**src/rtl/ps2_host_tx.sv**
```systemverilog
// PS/2 host-to-device transmitter: request-to-send, 11-bit frame, device ACK check.
// Optional device-clock watchdog is built when PS2_TX_TIMEOUT_EN is defined.
module ps2_host_tx #(
    parameter int unsigned INHIBIT_CYCLES = 5000,
    parameter int unsigned SETUP_CYCLES   = 16,
    parameter int unsigned TIMEOUT_CYCLES = 750000
) (
    input  logic       clk,
    input  logic       rst,
    input  logic [7:0] tx_data,
    input  logic       tx_valid,
    output logic       tx_ready,
    input  logic       KB_clk,
    input  logic       data,
    output logic       kb_clk_drive_low,
    output logic       kb_data_drive_low,
    output logic       tx_done,
    output logic       tx_error
);

    localparam logic [2:0] S_IDLE      = 3'd0;
    localparam logic [2:0] S_INHIBIT   = 3'd1;
    localparam logic [2:0] S_SETUP     = 3'd2;
    localparam logic [2:0] S_SEND      = 3'd3;
    localparam logic [2:0] S_ACK       = 3'd4;
    localparam logic [2:0] S_WAIT_IDLE = 3'd5;

    // One counter serves inhibit/setup timing and, when enabled, the watchdog;
    // it is sized for the largest limit so both builds share one width.
    localparam int unsigned PRE_MAX = (INHIBIT_CYCLES > SETUP_CYCLES) ? INHIBIT_CYCLES : SETUP_CYCLES;
    localparam int unsigned CNT_MAX = (PRE_MAX > TIMEOUT_CYCLES) ? PRE_MAX : TIMEOUT_CYCLES;
    localparam int unsigned CNT_W   = $clog2(CNT_MAX + 1);

    localparam logic [CNT_W-1:0] INH_LAST   = CNT_W'(INHIBIT_CYCLES - 1);
    localparam logic [CNT_W-1:0] SETUP_LAST = CNT_W'(SETUP_CYCLES - 1);
`ifdef PS2_TX_TIMEOUT_EN
    localparam logic [CNT_W-1:0] TO_LAST    = CNT_W'(TIMEOUT_CYCLES - 1);
`endif

    logic             clk_s1, clk_s2, clk_prev;
    logic             data_s1, data_s2;
    logic             fe;
    logic [2:0]       state;
    logic [CNT_W-1:0] cnt;
    logic [3:0]       idx;
    logic [9:0]       shift;
    logic             ack_ok;

    // Synchronizers reset to the idle (high) line level so no edge is seen out of reset.
    always_ff @(posedge clk or negedge rst) begin
        if (!rst) begin
            clk_s1   <= 1'b1;
            clk_s2   <= 1'b1;
            clk_prev <= 1'b1;
            data_s1  <= 1'b1;
            data_s2  <= 1'b1;
        end else begin
            clk_s1   <= KB_clk;
            clk_s2   <= clk_s1;
            clk_prev <= clk_s2;
            data_s1  <= data;
            data_s2  <= data_s1;
        end
    end

    assign fe = clk_prev & ~clk_s2;

    always_ff @(posedge clk or negedge rst) begin
        if (!rst) begin
            state             <= S_IDLE;
            cnt               <= '0;
            idx               <= '0;
            shift             <= '0;
            ack_ok            <= 1'b0;
            tx_ready          <= 1'b1;
            kb_clk_drive_low  <= 1'b0;
            kb_data_drive_low <= 1'b0;
            tx_done           <= 1'b0;
            tx_error          <= 1'b0;
        end else begin
            tx_done  <= 1'b0;
            tx_error <= 1'b0;
            case (state)
                S_IDLE: begin
                    if (tx_valid && tx_ready) begin
                        shift             <= {1'b1, ~^tx_data, tx_data};
                        cnt               <= '0;
                        state             <= S_INHIBIT;
                        tx_ready          <= 1'b0;
                        kb_clk_drive_low  <= 1'b1;
                        kb_data_drive_low <= 1'b0;
                    end
                end
                S_INHIBIT: begin
                    if (cnt == INH_LAST) begin
                        cnt               <= '0;
                        state             <= S_SETUP;
                        kb_data_drive_low <= 1'b1;
                    end else begin
                        cnt <= cnt + CNT_W'(1);
                    end
                end
                S_SETUP: begin
                    if (cnt == SETUP_LAST) begin
                        cnt              <= '0;
                        idx              <= '0;
                        state            <= S_SEND;
                        kb_clk_drive_low <= 1'b0;
                    end else begin
                        cnt <= cnt + CNT_W'(1);
                    end
                end
                S_SEND: begin
                    // Start bit stays driven until the first device edge; shift[9]=1 releases data as stop.
                    if (fe) begin
                        kb_data_drive_low <= ~shift[idx];
                        if (idx == 4'd9) begin
                            state <= S_ACK;
                        end else begin
                            idx <= idx + 4'd1;
                        end
                    end
                end
                S_ACK: begin
                    if (fe) begin
                        ack_ok <= ~data_s2;
                        state  <= S_WAIT_IDLE;
                    end
                end
                S_WAIT_IDLE: begin
                    if (clk_s2 && data_s2) begin
                        tx_done  <= ack_ok;
                        tx_error <= ~ack_ok;
                        tx_ready <= 1'b1;
                        state    <= S_IDLE;
                    end
                end
                default: begin
                    state             <= S_IDLE;
                    tx_ready          <= 1'b1;
                    kb_clk_drive_low  <= 1'b0;
                    kb_data_drive_low <= 1'b0;
                end
            endcase

`ifdef PS2_TX_TIMEOUT_EN
            // Watchdog overrides any same-cycle transition above.
            if (state == S_SEND || state == S_ACK || state == S_WAIT_IDLE) begin
                if (fe) begin
                    cnt <= '0;
                end else if (cnt == TO_LAST) begin
                    cnt               <= '0;
                    state             <= S_IDLE;
                    tx_ready          <= 1'b1;
                    kb_clk_drive_low  <= 1'b0;
                    kb_data_drive_low <= 1'b0;
                    tx_done           <= 1'b0;
                    tx_error          <= 1'b1;
                end else begin
                    cnt <= cnt + CNT_W'(1);
                end
            end
`endif
        end
    end

endmodule
```
**config.mk**
```make
export PLATFORM = sky130hd
export DESIGN_NAME = ps2_host_tx
export DESIGN_NICKNAME = d
export VERILOG_FILES = /design/src/rtl/ps2_host_tx.sv
export SDC_FILE = /design/constraint.sdc
export NUM_CORES = 1
export LEC_CHECK = 0
export BUFFER_PORTS_ARGS = -buffer_cell sky130_fd_sc_hd__buf_2
export CORE_MARGIN = 10
export CORE_UTILIZATION = 40
export DETAILED_ROUTE_END_ITERATION = 10
export GPL_ROUTABILITY_DRIVEN = 0
export PLACE_DENSITY = 0.69
export SYNTH_ARGS = -nofsm -noshare
export SYNTH_HDL_FRONTEND = slang
export SYNTH_SLANG_ARGS = --single-unit
```
**constraint.sdc**
```tcl
create_clock -name clk -period 4.2 [get_ports clk]
set_input_delay 0.21 -clock clk [delete_from_list [all_inputs] [get_ports clk]]
set_output_delay 0.21 -clock clk [all_outputs]
set_load 0.005 [all_outputs]
```
Word level (Yosys, flattened, before mapping)

Index checks and enable logic that the tools add are counted.

Output and inout port bits: 5
Register bits: 48

Add/sub/neg operators: 2
Bitwise logic cells: 8
$lt $le $gt $ge: 1
Equality and inequality tests: 16
Reductions and logical operators: 17
Mux-type cells: 31

Operators by type and width:

| operator                                                    | number |
|---|---|
| 2-to-1 mux 20 bit                                           | 3 |
| one-hot mux 20 bit (3 select lines)                         | 1 |
| 2-to-1 mux 3 bit                                            | 7 |
| adder 20 x 1 -> 20 bit (second input constant)              | 1 |
| == test 20 x 13 -> 1 bit (second input constant)            | 1 |
| == test 20 x 4 -> 1 bit (second input constant)             | 1 |
| one-hot mux 3 bit (6 select lines)                          | 1 |
| != test 2 bit (second input constant)                       | 8 |
| 2-to-1 mux 4 bit                                            | 3 |
| 2-to-1 mux 1 bit                                            | 11 |
| one-hot mux 4 bit (2 select lines)                          | 1 |
| AND reduction 4 bit                                         | 2 |
| OR reduction 4 bit                                          | 2 |
| XNOR reduction 8 bit                                        | 1 |
| inverter 1 bit                                              | 7 |
| AND reduction 7 bit                                         | 1 |
| == test 3 x 2 -> 1 bit (second input constant)              | 2 |
| == test 3 bit (second input constant)                       | 2 |
| one-hot mux 1 bit (3 select lines)                          | 2 |
| AND reduction 2 bit                                         | 3 |
| AND reduction 3 bit                                         | 2 |
| less-than comparator 4 x 5 -> 1 bit (second input constant) | 1 |
| adder 4 x 1 -> 4 bit (second input constant)                | 1 |
| binary-select mux 1 bit (select 4 bit)                      | 1 |
| 9 further kinds                                             | 10 |

Longest topological paths before layout

Gate-level depths: netlist of run 1.

Depth in word-level cells: 5
Mapped depth: 7
Depth with buffers taken out: 7

Worst setup path after synthesis of run 1

OpenSTA, ideal clock, no wires.

Kind: register to register
From: reg cnt[7]
To: reg state[0]
Stages on the path, launching flop included: 7
Data arrival time: 1.896 ns
Library setup time: 0.125 ns
Slack: 2.179 ns
Required time: 4.075 ns
Path buffers: 2
Path through: dfrtp_1 -> buf_6 -> or4_1 -> o311a_1 -> buf_6 -> nor3_2 -> mux2_2

Cells in the longest elaborated chain, start to end: 3

Ends and longest elaborated chain:

| item                                                                | RTL line | text |
|---|---|---|
| start, declared                                                     | 44       | `logic [CNT_W-1:0] cnt;` |
| start signal, assigned                                              | 100      | `cnt <= cnt + CNT_W'(1);` |
| start signal, assigned                                              | 110      | `cnt <= cnt + CNT_W'(1);` |
| == test 20 x 13 -> 1 bit or == test 20 x 4 -> 1 bit (tied branches) | 95, 104  |  |
| != test 2 bit (no line)                                             | --       |  |
| AND reduction 7 bit (no line) *                                     | --       |  |
| end signal, assigned                                                | 88       | `state <= S_INHIBIT;` |
| end signal, assigned                                                | 97       | `state <= S_SETUP;` |
| end signal, assigned                                                | 107      | `state <= S_SEND;` |
| end, declared                                                       | 43       | `logic [2:0] state;` |

Every way passes the cells marked *; elsewhere a longest branch is shown, timed or not.
A chain may end at the register's enable or synchronous reset.

Final worst setup path of run 1

From: reg cnt[10]
To: reg cnt[6]

Cells in the longest elaborated chain, start to end: 3

Ends and longest elaborated chain:

| item                                                                | RTL line | text |
|---|---|---|
| == test 20 x 4 -> 1 bit or == test 20 x 13 -> 1 bit (tied branches) | 104, 95  |  |
| 2-to-1 mux 20 bit, on equally long branches                         | 104, 95  |  |
| one-hot mux 20 bit (3 select lines) *                               | 83       | `case (state)` |

Marked as above.

==> results.ini, run 1 <==
[yosys]
syn-cell-area_mm2=0.00267
synth.avg_cell_area_um2=9.49
yosysTopAreaCell=dfrtp_1
ys_ff_latch=48
synth_edf_count=0
synth_nets=297
syn_inst=281
yosys-top-cells-area=dfrtp_1 39%, dfstp_2 5.9%, o21ai_0 4.3%
ys.flop_type=dfrtp_1
ys_types=50
synth_top_area_share_pct=39.4
async_flop_share_pct=100
ys_seq_area_share_pct=45.3
yosysWarnings=0

[timing]
tightest_slew_ns=1.05
fmax_mhz=407
fin_setup_tns_ns=0
fin_crit_sh_pct=58.5
skew_ns=0.00922
finalHoldViolCount=0
slew_viol_final=0
fin_crit_ns=2.46
slew_headroom_pct=29.8
rsz0062_at_grt=no
setup_viol_count_final=0

[drt]
vias_per_cell=5.64
drt_iter0_drc=158
dr.pass1.iters=4
via_count=2104
wirelength_um=5380
ant_nets=0
wl_per_cell_um=14.4
drcViolationCount=0

[cells_and_area]
mostFrequentLayoutCells=42 x dfrtp_1, 29 x nand2_1, 23 x o21ai_0, 18 x nor2_1, 17 x buf_2
layout_commonest_cell=dfrtp_1
fin_nets=311
n_antenna_cell=0
drive_gt1_share_pct=16.2
final.fill_count=606
final_core_util_pct=45.0
area_growth_pct=8.40

[cts]
cts_tree=yes
htree_levels=2
path_clk_slew_ns=0.09
post_cts_resized=0
clock_sinks=48
clock_path_buffers=2
numCtsBuffers=5
root_buffer=clkbuf_8
clk_latency_ns=0.30

[floorplanning]
initial_core_util_pct=41.5
core_mm2=0.00642
die_width_um=102
fp.dieH_um=102
rows=29
io_pins=18
dieArea_mm2=0.0103

[setup_path]
reg2reg_from=cnt[10]$_DFFE_PN0P_
rr_endpoint=cnt[6]$_DFFE_PN0P_
cp_max_fo=27
end_kind=register
crit_type=register to register
ff2ff_path_depth=5
reg2reg_slack_ns=1.74
required_ns=4.36
worstPathArrival_ns=2.62
worstSetupStartpointType=register

[grt]
antenna_found_initial=0
grt_pass1_vias=1986
grt_overflow=0
grt_start_max_net_pins=49
groute.usage.overall_pct=11.1
grt_pass1_wl_um=9560

[place]
hpwlAfterDp_um=3770
place.port_buffers=17

[power_and_ir_drop]
leakage_uw=0.00118
ir_worst_vdd_uv=186
total_power_uw=785
powerDensity_mw_per_mm2=272

[min_path]
min_path_type=primary input to asynchronous set/reset pin

[run_status]
status=complete, no violations

[job]
max_cap_viol_count=0

-- power breakdown --
group	leakage, µW	total [µW]	internal [µW]	switching, µW
clock network	0.0000445	286	134	152
registers	0.000572	468	466	1.51
logic	0.000561	31.9	13.4	18.5
-- layer usage --
metal,GRT usage (%),vias to the layer above,wire length [µm]
met3,2.18,4,226
li1,-,1043,-
met2,16.9,44,2470
met5,0,-,0
met4,3.63,0,55
met1,15.5,1013,2640
-- synthesized netlist by cell type, drive strengths merged (2+ instances only) --
| library cell | number |
|---|---|
| a21oi | 9 |
| a22oi | 3 |
| a31oi | 2 |
| and2 | 6 |
| and3 | 4 |
| buf | 5 |
| clkbuf | 8 |
| dfrtp | 42 |
| dfstp | 6 |
| ha | 3 |
| inv | 10 |
| mux2 | 9 |
| mux2i | 4 |
| mux4 | 2 |
| nand2 | 29 |
| nand2b | 4 |
| nand3 | 15 |
| nand3b | 3 |
| nand4 | 4 |
| nor2 | 19 |
| nor2b | 5 |
| nor3 | 9 |
| nor4 | 3 |
| o211ai | 10 |
| o21a | 2 |
| o21ai | 24 |
| o21bai | 4 |
| o22ai | 6 |
| o31a | 2 |
| o31ai | 4 |
| o41ai | 2 |
| or2 | 2 |
| or3 | 2 |
| xnor2 | 7 |
| xor2 | 3 |
-- how the worst max path moves through the flow --
| stage | startpoint | slack (ns) | end |
|---|---|---|---|
| after floorplan | cnt[7]$_DFFE_PN0P_ | 2.18 | state[0]$_DFFE_PN0P_ |
| final | cnt[10]$_DFFE_PN0P_ | 1.74 | cnt[6]$_DFFE_PN0P_ |
| after global routing | cnt[10]$_DFFE_PN0P_ | 1.47 | cnt[6]$_DFFE_PN0P_ |
| after detailed placement | cnt[10]$_DFFE_PN0P_ | 1.75 | cnt[12]$_DFFE_PN0P_ |
| after global placement | cnt[10]$_DFFE_PN0P_ | 1.76 | cnt[15]$_DFFE_PN0P_ |
| after CTS | cnt[10]$_DFFE_PN0P_ | 1.75 | cnt[6]$_DFFE_PN0P_ |
-- layout make-up --
type / count / area, µm² / share of cell area, %
Clock buffer: 7 / 86.3 / 2.99
Clock inverter: 1 / 7.51 / 0.260
Inverter: 10 / 37.5 / 1.30
Multi-Input combinational cell: 210 / 1340 / 46.4
Sequential cell: 48 / 1210 / 41.8
Tap cell: 77 / 96.3 / 3.33
Timing Repair Buffer: 20 / 113 / 3.89
-- timing repair --
action,CTS,global route
buffers inserted,0,0
endpoints found under the hold margin,2,0
hold buffers,2,0
-- worst max-delay path, stage by stage (launching register included) --
cell	delay (ns)
dfrtp_1	0.45
nor4_1	0.36
nand3_1	0.15
o311a_1	0.70
nor2_2	0.49
o21ai_0	0.16
-- registers in the layout (all words and copies together) (netlist names), 3 cells and up --
register and flops:
cnt 20, idx 4, shift 10, state 3
-- stage by stage --
step,instances,cell area (µm²),setup slack (ns),hold slack [ns]
6_report,373,2890,1.74,0.0971
5_1_grt,373,2890,1.47,0.164
4_1_cts,373,2890,1.75,0.131
3_5_place_dp,363,2780,1.75,0.316
3_3_place_gp,363,2780,1.76,0.315
2_1_floorplan,281,2670,2.18,-0.0856
-- cell families (layout without fill, tap and decap cells) --
kind of cell               count (synthesis)  count (layout)  share of synthesized area, %
AOI/OAI and AO/OA                         72              72                          17.6
xor gates and xnor gates                  10              10                          3.28
buffers and inverters                     23              38                          4.36
and+or+nand+nor                          110             110                          21.0
muxes                                     15              15                          6.99
adders and majority gates                  3               3                          1.41
DFF                                       48              48                          45.3
No activity file was read; power rests on OpenSTA's default activity.
==> inputs of run 2 (changes only) <==
PLACE_DENSITY = 0.71   (was 0.69)
clock period = 2.1 ns   (was 4.2 ns; I/O delays follow)
==> results.ini, run 2 (synthesis results as in run 1) <==
[setup_path]
startpoint=cnt[15]$_DFFE_PN0P_
worstPathArrival_ns=2.14  ; -0.48 ns
reg2reg_from=cnt[15]$_DFFE_PN0P_
end_kind=register
cp_max_fo=19  ; -30%
cp_slowest_stage_delay_ns=0.43  ; -0.27 ns
ff2ff_path_depth=6  ; +1
crit_chain=nor4_1 -> nand3_1 -> o311a_4 -> buf_4 -> o211ai_1 -> o211ai_1
worstSetupStartpointType=register
path_common_cell=o211ai_1
required_ns=2.26  ; -2.10 ns
rr_endpoint=cnt[15]$_DFFE_PN0P_
reg2reg_slack_ns=0.12  ; -1.63 ns
crit_type=register to register
critPathSlowestCell=dfrtp_1

[drt]
drt_iter0_drc=96  ; -39%
via_count=2164  ; +2.9%
dr.pass1.iters=4  ; unchanged
ant_nets=0  ; unchanged
drcViolationCount=0  ; unchanged
wirelength_um=5540  ; +3.0%
wl_per_cell_um=14.1  ; -2.0%
vias_per_cell=5.52  ; -2.1%

[cts]
clock_sinks=48  ; unchanged
clock_path_buffers=2  ; unchanged
htree_levels=2  ; unchanged
root_buffer=clkbuf_8
path_clk_slew_ns=0.09  ; about the same
numCtsBuffers=5  ; unchanged
clk_latency_ns=0.30  ; about the same
cts_tree=yes

[grt]
groute.usage.overall_pct=11.6  ; +0.49 points
grt_start_max_net_pins=28  ; -43%
grt_util_met1_pct=16.0  ; +0.49 points
met3_usage_pct=2.38  ; +0.20 points
antenna_found_initial=0  ; unchanged
use_met2_pct=17.9  ; +0.99 points
grt_pass1_vias=2119  ; +6.7%
grt_pass1_wl_um=9990  ; +4.6%
grt_overflow=0  ; unchanged
gr-max-usage-layer=met2

[min_path]
hold_start=tx_data[7]
whs_path_depth=2
hold_end=shift[7]$_DFFE_PN0P_
min_path_type=primary input to register

[timing]
rsz0062_at_grt=no
slew_viol_final=0  ; unchanged
skew_ns=0.0121  ; +0.00291 ns
slew_headroom_pct=58.6  ; +29 points
setup_viol_count_final=0  ; unchanged
fin_crit_sh_pct=94.4  ; +36 points
fin_crit_ns=1.98  ; -0.473 ns
tightest_slew_ns=0.617  ; -0.436 ns
fmax_mhz=504  ; +24%
finalHoldViolCount=0  ; unchanged
fin_setup_tns_ns=0  ; unchanged

[place]
place.port_buffers=17  ; unchanged
hpwlAfterDp_um=4040  ; +7.1%

[floorplanning]
rows=29  ; unchanged
io_pins=18  ; unchanged
die_width_um=102  ; unchanged
dieArea_mm2=0.0103  ; unchanged
core_mm2=0.00642  ; unchanged
fp.dieH_um=102  ; unchanged
initial_core_util_pct=41.5  ; unchanged

[cells_and_area]
final_core_util_pct=48.4  ; +3.3 points
regMostFlops=cnt
reg_top3=cnt (20), shift (10), idx (4)
area_growth_pct=16.4
layout_commonest_cell=dfrtp_1
mostFrequentLayoutCells=42 x dfrtp_1, 29 x nand2_1, 23 x o21ai_0, 19 x buf_4, 18 x nor2_1
fin_nets=330  ; +6.1%
n_antenna_cell=0  ; unchanged
drive_gt1_share_pct=22.5  ; +6.3 points
largest_reg_flops=20  ; unchanged

[power_and_ir_drop]
ir_worst_vdd_uv=324  ; +75%
powerDensity_mw_per_mm2=574  ; +110%
total_power_uw=1780  ; +130%
leakage_uw=0.00129  ; +9.3%

[job]
max_cap_viol_count=0  ; unchanged

[run_status]
status=complete, no violations

[run 2: what timing repair did]
item | in CTS | in global routing
hold buffers | 3 | 0
endpoints found under the hold margin | 21 | 0
setup buffers | 0 | 0
endpoints found under the setup margin | 0 | 5
gates resized for setup | 0 | 5
[run 2: how the worst max path moves through the flow]
stage | end | slack, ns | cells after the start
floorplan | state[0]$_DFFE_PN0P_ | 0.08 | 6
global placement | state[0]$_DFFE_PN0P_ | 0.16 | 4
detailed placement | cnt[15]$_DFFE_PN0P_ | 0.13 | 6
CTS | cnt[15]$_DFFE_PN0P_ | 0.09 | 6
global route | cnt[13]$_DFFE_PN0P_ | 0.006 | 6
finish | cnt[15]$_DFFE_PN0P_ | 0.12 | 6
[run 2: area by class of cell]
| class | count | area, µm² |
|---|---|---|
| timing repair buffer | 39 | 258 |
| clock inverter | 2 | 60.1 |
| fill | 584 | 3320 |
| clock buffer | 6 | 72.6 |
| inverter | 10 | 37.5 |
| tap | 77 | 96.3 |
| sequential | 48 | 1210 |
| multi-input combinational | 210 | 1370 |
[run 2: worst max-delay path, delay by kind of cell, from the launching register on]
kind                   cells  cell delay, ns
flip-flops                 1            0.43
buffers and inverters      1            0.21
AND/OR/NAND/NOR            2            0.47
AO/OA/AOI/OAI              3            0.74
[run 2: metrics by stage]
stage	hold WS, ns	cells	worst slack (ns)	cell area (µm²)
6_report	0.0596	392	0.117	3110
2_1_floorplan	-0.191	281	0.0788	2670
3_5_place_dp	0.153	381	0.128	2910
4_1_cts	0.0470	392	0.0917	3080
3_3_place_gp	0.140	381	0.159	2910
5_1_grt	0.0456	392	0.00639	3110
[run 2: per-layer routing]
layer	routed length (µm)	up-vias
met5	0	-
li1	-	1089
met2	2560	40
met4	53	0
met3	207	4
met1	2730	1031
[run 2: where the power goes]
| part | total (µW) | switching, µW | internal (µW) |
|---|---|---|---|
| registers | 935 | 2.68 | 932 |
| clock network | 781 | 305 | 476 |
| logic | 66.9 | 36.5 | 30.4 |
| total | 1780 | 344 | 1440 |
